===== src/rtl/line_buffer_v2.sv =====
// line_buffer_v2: programmable-depth sample delay line.
// Accepted samples are written into a circular buffer whose length equals the
// latched depth. Once depth samples have been accepted, every further accepted
// sample also emits the sample accepted depth-1 samples earlier. All channels
// share one control path and travel as one packed word.
module line_buffer_v2 #(
    parameter int DW        = 16,
    parameter int NCH       = 1,
    parameter int MAX_DEPTH = 32
) (
    input  logic                          clk,
    input  logic                          reset,
    input  logic [$clog2(MAX_DEPTH+1)-1:0] cfg_depth,
    input  logic                          in_valid,
    input  logic [NCH*DW-1:0]             data_in,
    input  logic                          flush,
    output logic [NCH*DW-1:0]             data_out,
    output logic                          out_valid,
    output logic                          primed,
    output logic                          cfg_err
);

    localparam int CW = $clog2(MAX_DEPTH+1);
    localparam int AW = (MAX_DEPTH > 1) ? $clog2(MAX_DEPTH) : 1;
    localparam int WW = NCH * DW;

    localparam logic [1:0] S_IDLE = 2'd0;
    localparam logic [1:0] S_FILL = 2'd1;
    localparam logic [1:0] S_RUN  = 2'd2;

    logic [WW-1:0] r_mem [0:MAX_DEPTH-1];

    logic [1:0]    r_state;
    logic [CW-1:0] r_depth;
    logic [CW-1:0] r_cnt;
    logic [AW-1:0] r_wp;

    logic          w_cfg_ok;
    logic [CW-1:0] w_wp_inc;
    logic [AW-1:0] w_wp_next;
    logic          w_wr_en;
    logic [AW-1:0] w_wr_idx;

    // Legal depth check and the wrapped next write pointer. The next write
    // location also holds the oldest stored sample, so it doubles as the read
    // index.
    always_comb begin
        w_cfg_ok  = (cfg_depth != '0) && (cfg_depth <= CW'(MAX_DEPTH));
        w_wp_inc  = CW'(r_wp) + CW'(1);
        w_wp_next = (w_wp_inc >= r_depth) ? '0 : w_wp_inc[AW-1:0];
        w_wr_en   = in_valid && !reset && !flush &&
                    ((r_state != S_IDLE) || w_cfg_ok);
        w_wr_idx  = (r_state == S_IDLE) ? '0 : r_wp;
    end

    // Sample storage; never cleared, only read after being written.
    always_ff @(posedge clk) begin
        if (w_wr_en) begin
            r_mem[w_wr_idx] <= data_in;
        end
    end

    // Control FSM, pointer/count and registered outputs.
    always_ff @(posedge clk) begin
        if (reset) begin
            r_state   <= S_IDLE;
            r_depth   <= '0;
            r_cnt     <= '0;
            r_wp      <= '0;
            data_out  <= '0;
            out_valid <= 1'b0;
            primed    <= 1'b0;
            cfg_err   <= 1'b0;
        end else begin
            out_valid <= 1'b0;
            cfg_err   <= 1'b0;
            if (flush) begin
                r_state  <= S_IDLE;
                r_cnt    <= '0;
                r_wp     <= '0;
                primed   <= 1'b0;
                data_out <= '0;
            end else begin
                case (r_state)
                    S_IDLE: begin
                        if (in_valid) begin
                            if (w_cfg_ok) begin
                                r_depth <= cfg_depth;
                                r_cnt   <= CW'(1);
                                if (cfg_depth == CW'(1)) begin
                                    // Depth one: the sample is its own output.
                                    r_wp      <= '0;
                                    r_state   <= S_RUN;
                                    primed    <= 1'b1;
                                    out_valid <= 1'b1;
                                    data_out  <= data_in;
                                end else begin
                                    r_wp    <= AW'(1);
                                    r_state <= S_FILL;
                                end
                            end else begin
                                cfg_err <= 1'b1;
                            end
                        end
                    end
                    S_FILL: begin
                        if (in_valid) begin
                            r_cnt <= r_cnt + CW'(1);
                            r_wp  <= w_wp_next;
                            if (r_cnt + CW'(1) == r_depth) begin
                                r_state   <= S_RUN;
                                primed    <= 1'b1;
                                out_valid <= 1'b1;
                                data_out  <= r_mem[w_wp_next];
                            end
                        end
                    end
                    S_RUN: begin
                        if (in_valid) begin
                            r_wp      <= w_wp_next;
                            out_valid <= 1'b1;
                            // For depth one the read and write slots coincide,
                            // so the incoming sample bypasses the buffer.
                            data_out  <= (r_depth == CW'(1)) ? data_in
                                                              : r_mem[w_wp_next];
                        end
                    end
                    default: begin
                        r_state <= S_IDLE;
                        r_cnt   <= '0;
                        r_wp    <= '0;
                        primed  <= 1'b0;
                    end
                endcase
            end
        end
    end

endmodule


===== config.mk =====
export PLATFORM = sky130hd
export DESIGN_NAME = line_buffer_v2
export DESIGN_NICKNAME = d
export VERILOG_FILES = /design/src/rtl/line_buffer_v2.sv
export SDC_FILE = /design/constraint.sdc
export NUM_CORES = 1
export LEC_CHECK = 0
export ABC_CLOCK_PERIOD_IN_PS = 5850
export BUFFER_PORTS_ARGS = -buffer_cell sky130_fd_sc_hd__buf_2
export CAP_MARGIN = 20
export CORE_MARGIN = 2
export CORE_UTILIZATION = 61
export CTS_BUF_LIST = sky130_fd_sc_hd__clkbuf_16
export DETAILED_ROUTE_END_ITERATION = 7
export GPL_TIMING_DRIVEN = 0
export HOLD_SLACK_MARGIN = 0.03
export PLACE_DENSITY = 0.83
export SYNTH_ARGS = -nofsm -noshare
export SYNTH_HDL_FRONTEND = slang
export SYNTH_SLANG_ARGS = --single-unit

===== constraint.sdc =====
create_clock -name clk -period 5.85 [get_ports clk]
set_input_delay 0.8775 -clock clk [delete_from_list [all_inputs] [get_ports clk]]
set_output_delay 0.8775 -clock clk [all_outputs]
set_load 0.005 [all_outputs]

* Word level (Yosys, flattened, before mapping)
Memories as Yosys holds them, arrays and structs flattened. Index checks and enable logic that the tools add are counted.
Storage, ports and cells: register bits after elaboration 38, memory bits (writable) 512, input bits 26, word-level logic and storage cells 90, memories 1
Memory list:
- r_mem | words 32, width 16, read ports 1, clocked after Yosys merged registers in 0, wr ports 1, line 31 | logic [WW-1:0] r_mem [0:MAX_DEPTH-1];
Cells by class: $add $sub $neg 2, magnitude comparators 2, equality and inequality tests 12, multiplexer cells 41, bitwise logic cells 4, reductions and logical operators 20
Operator list (count):
- 16-bit two-way mux | 7
- 16-bit case mux with 3 select lines | 1
- 5-bit two-way mux | 5
- 6-bit two-way mux | 3
- 6-bit case mux with 3 select lines | 1
- 1-bit two-way mux | 15
- 6-bit by 1-bit == test with 1-bit output, second input constant | 2
- 2-bit two-way mux | 5
- 2-bit inequality test, second input constant | 5
- 5-bit case mux with 2 select lines | 1
- 4-bit AND reduction | 2
- 7-bit AND reduction | 1
- 5-bit by 1-bit adder with 6-bit output, second input constant | 1
- 6-bit by 1-bit adder with 6-bit output, second input constant | 1
- 6-bit == test | 1
- 6-bit >= comparator | 1
- 6-bit <= comparator, second input constant | 1
- 1-bit case mux with 3 select lines | 2
- 2-bit case mux with 3 select lines | 1
- 6-bit AND reduction | 1
- 6-bit nonzero test | 1
- 5-bit AND reduction | 1
- 1-bit logical AND | 4
- 2-bit by 1-bit inequality test with 1-bit output, second input constant | 2
- other kinds (11) | 16

* Longest topological paths before layout
An unclocked memory read counts as a cell.
depth in word-level cells 7, gate-level depth with buffers 19

* Worst setup path after synthesis
OpenSTA, ideal clock, no wires.
path kind reg-to-reg, from reg r_wp[0], to reg data_out[0], library setup time 0.141 ns, arrival 3.762 ns, setup slack 1.946 ns, cell stages (with the launch flop) 18, period minus slack after synthesis 3.904 ns, cell sequence dfxtp_1 buf_2 buf_2 clkbuf_1 clkbuf_1 nand3_1 nor2_1 ha_1 and2_1 buf_2 a211oi_2 o21ai_1 buf_2 a221oi_1 a211oi_1 or4_1 a221oi_1 a221oi_1
Between the ends: word-level cells in the longest chain between the ends 7
Ends and longest elaborated chain:
- start: declaration | line 36 | logic [AW-1:0] r_wp;
- start signal: assignment | line 109 | r_wp <= w_wp_next;
- start signal: assignment | line 120 | r_wp <= w_wp_next;
- 5-bit by 1-bit adder with 6-bit output (*) | line 49 | w_wp_inc = CW'(r_wp) + CW'(1);
- 6-bit >= comparator | line 50 | w_wp_next = (w_wp_inc >= r_depth) ? '0 : w_wp_inc[AW-1:0];
- 5-bit two-way mux (*) | line 50
- memory 32 x 16 bit (*)
- 16-bit two-way mux, on equally long branches | line 124, 110
- 16-bit two-way mux, on equally long branches | line 119, 107
- 16-bit case mux with 3 select lines (*) | line 84 | case (r_state)
- end signal: assignment | line 96 | data_out <= data_in;
- end signal: assignment | line 114 | data_out <= r_mem[w_wp_next];
- end signal: assignment | line 124 | data_out <= (r_depth == CW'(1)) ? data_in
- end: declaration | line 17 | output logic [NCH*DW-1:0] data_out,
Every way passes the cells marked *; elsewhere a longest branch is shown, timed or not. The select of a mux whose other input is x is not followed. A chain may end at the register's enable or synchronous reset.

* Worst setup path after layout
from reg r_wp[0], to reg data_out[4]
Same word-level chain as after synthesis.

==> impl_metrics.csv <==
group,metric,value,unit
sta,max_freq,0.1804,GHz
synthesis,synth_top_area_cell,"edfxtp_1",
sta,worst_pin_slew,1.096,ns
hold_path,hold_depth,2,
drt,routed_wl,68.31,mm
critical_path,timing.rr.start,"r_wp[0]",
power,powerDensity,335.1,nW/µm²
cts,insertion_delay,0.62,ns
cts,numCtsBuffers,53,
drt,wl_per_cell,31.12,µm
global_route,antenna_found_initial,7,
global_route,track_usage,35.79,%
synthesis,synth_seq_cells,550,
status,outcome,"finished clean",
synthesis,yosysSeqAreaShare,71.38,%
cts,postCtsHoldBufs,0,
power,total_power,8.561,mW
placed_design,dp_slack,-0.1612,ns
synthesis,synthesis.nets,1599,
synthesis,avgSynthCellArea,14.48,µm²
placed_design,hpwlAfterDp,44.29,mm
sta,tns,0,ns
synthesis,async_reset_ff_share,0,%
global_route,grt_pass1_vias,14990,
hold_path,hold_class,"reg2reg",
sta,rsz0062_at_grt,"no",
sta,min_period_over_period,94.74,%
drt,via_per_inst,7.199,
global_route,grt_max_degree,37,
synthesis,synthDistinctLibCells,72,
floorplan,rows,70,
power,power.leakage,8.231,nW
global_route,grt_pass1_wl,99.01,mm
cts,cts.sinks,550,
critical_path,r2r_end,"data_out[4]",
synthesis,synthesis.instances,1561,
floorplan,core,36520,µm²
drt,drt-pass1-iter-count,6,
floorplan,io_pins,45,
critical_path,critPathRequiredTime,6.40,ns
run,maxCapViolCount,0,
floorplan,die_w,196.5,µm
synthesis,mappedNetlistArea,22610,µm²
finish,layout-drive-gt1-share,15.38,%
sta,maxSlewHeadroom,26.86,%
floorplan,initial_utilization,61.89,%
drt,vias,15800,
sta,slew_violations,0,
critical_path,rrSetupSlack,0.31,ns
synthesis,yosys_warnings,0,
critical_path,worstSetupEndpointType,"register",
sta,setup_ws,0.3076,ns
synthesis,yosysMostFrequentCell,"edfxtp_1",
critical_path,crit_end,"data_out[4]",
placed_design,numPortBuffers,43,
drt,drtIter0Drc,2819,
synthesis,ys.flop_type,"edfxtp_1",
placed_design,place_area,23780,µm²
global_route,overflow,0,
cts,path_clk_slew,0.06,ns
sta,fin_hold_ws,0.4959,ns
finish,synthToLayoutAreaGrowth,13.00,%
power,vdd_drop_max,0.0002590,V
placed_design,dp.cells,2096,
drt,drc,0,
cts,clock-root-buffer,"clkbuf_16",
floorplan,dieArea,38610,µm²
synthesis,yosysTopAreaCellShare,68.01,%
cts,cts_buffer_depth,3,
finish,instances_no_fill,2195,
critical_path,arrival,6.09,ns
critical_path,r2r_cells,17,
critical_path,crit_type,"reg2reg",
critical_path,cp-start-kind,"register",
synthesis,synthTopCellsByArea,"edfxtp_1, mux2i_1, dfxtp_1",
sta,setup_viol,0,
sta,finalCriticalPeriod,5.542,ns
floorplan,fp.dieH,196.5,µm
finish,final_cell_area,25540,µm²
cts,cts_tree,"done",
synthesis,synth_edf_count,512,
critical_path,cp-startpoint,"r_wp[0]",
synthesis,synth_common_cells,"edfxtp_1, nand2_1, a21oi_1",
placed_design,gp_congestion,1.010,
finish,post-route-util,69.94,%
drt,drtAntennaViolNets,0,
finish,final_nets,1719,
sta,hold_viol_final,0,
sta,skew,0.02484,ns
critical_path,critPathMaxFanout,28,
cts,htree_levels,2,
## area by class of cell
type                            count  area [µm²]
Buffer                            104       473.0
Multi-Input combinational cell    887        6008
Clock buffer                       55        1376
Clock inverter                     42       361.6
Antenna cell                        4       10.01
Sequential cell                   550       16140
Fill cell                        2311       10980
Inverter                           18       67.56
Timing Repair Buffer               67       526.8
Tap cell                          468       585.6
## per-layer routing
layer	wire [µm]	track usage, %
met4	3922	18.49
met3	10530	11.36
met2	29590	52.64
met1	24160	48.41
met5	121	0
## worst max-delay path, cell delays in order, from the launching register on
cell and delay, ns:
dfxtp_1 0.41, buf_2 0.43, buf_2 0.68, nand3_1 0.14, nor2_1 0.14, ha_1 0.15
and2_1 0.12, buf_2 0.15, nand3_1 0.22, o21ai_1 0.58, buf_2 0.34, buf_2 0.32
buf_2 0.34, a221oi_1 0.14, a211oi_1 0.50, o22ai_1 0.34, nor2_1 0.29, o31a_1 0.17
## registers in the layout (all words and copies together), names as in the netlist
| signal | flops |
|---|---|
| r_mem | 512 |
| data_out | 16 |
| r_cnt | 6 |
| r_depth | 6 |
| r_wp | 5 |
| r_state | 2 |
| cfg_err | 1 |
| out_valid | 1 |
| primed | 1 |
## logic make-up (layout without fill, tap and decap cells)
family | Yosys count | count (layout) | share of synthesized area (%)
multiplexers | 117 | 117 | 5.480
other | 0 | 4 | 0
XOR/XNOR | 12 | 12 | 0.5258
AO/OA/AOI/OAI | 418 | 418 | 12.95
AND/OR/NAND/NOR | 328 | 328 | 6.581
flip-flops | 550 | 550 | 71.38
adder cells (fa/ha/maj) | 12 | 12 | 0.6642
buffers and inverters | 124 | 286 | 2.419
## cell usage in the layout (no fill, tap or decap), types with 7 or more instances in the layout
master and count:
edfxtp_1 512, nand2_1 139, a21oi_1 91, mux2i_1 90, buf_2 84, clkbuf_16 55, a221oi_1 54, o21ai_0 53
clkbuf_1 51, nor2_1 50, a211oi_1 45, o22ai_1 38, dfxtp_1 38, nand3_1 31, nor2_2 28, inv_1 25
mux2_2 24, nor3_1 18, o221ai_1 17, buf_8 17, and2_1 16, or3_1 15, o21a_1 14, a31oi_1 14
clkinv_1 13, o311ai_0 13, buf_4 12, ha_1 12, a32oi_1 10, clkinv_2 9, or4_1 8, nor2b_1 7
a21o_1 7
## worst min-delay path by stage
stage                  from           end  slack (ns)
2_1_floorplan      r_cnt[4]      r_cnt[4]        0.47
3_3_place_gp   data_out[12]  data_out[12]        0.48
3_5_place_dp   data_out[10]  data_out[10]        0.48
4_1_cts        data_out[10]  data_out[10]        0.49
5_1_grt         data_out[1]   data_out[1]        0.53
6_report       data_out[10]  data_out[10]        0.50
## report_power, final
part           total [mW]  internal [mW]  switching [mW]
Sequential           4.31           4.31         0.00943
Combinational       0.780          0.220           0.559
Clock                3.47           1.97            1.50
## timing repair
item	CTS	global route
setup buffers	0	0
cloned	0	0
pin swaps	0	0
gates resized for setup	4	2
endpoints found under the setup margin	15	6
No activity file was read; power rests on OpenSTA's default activity.
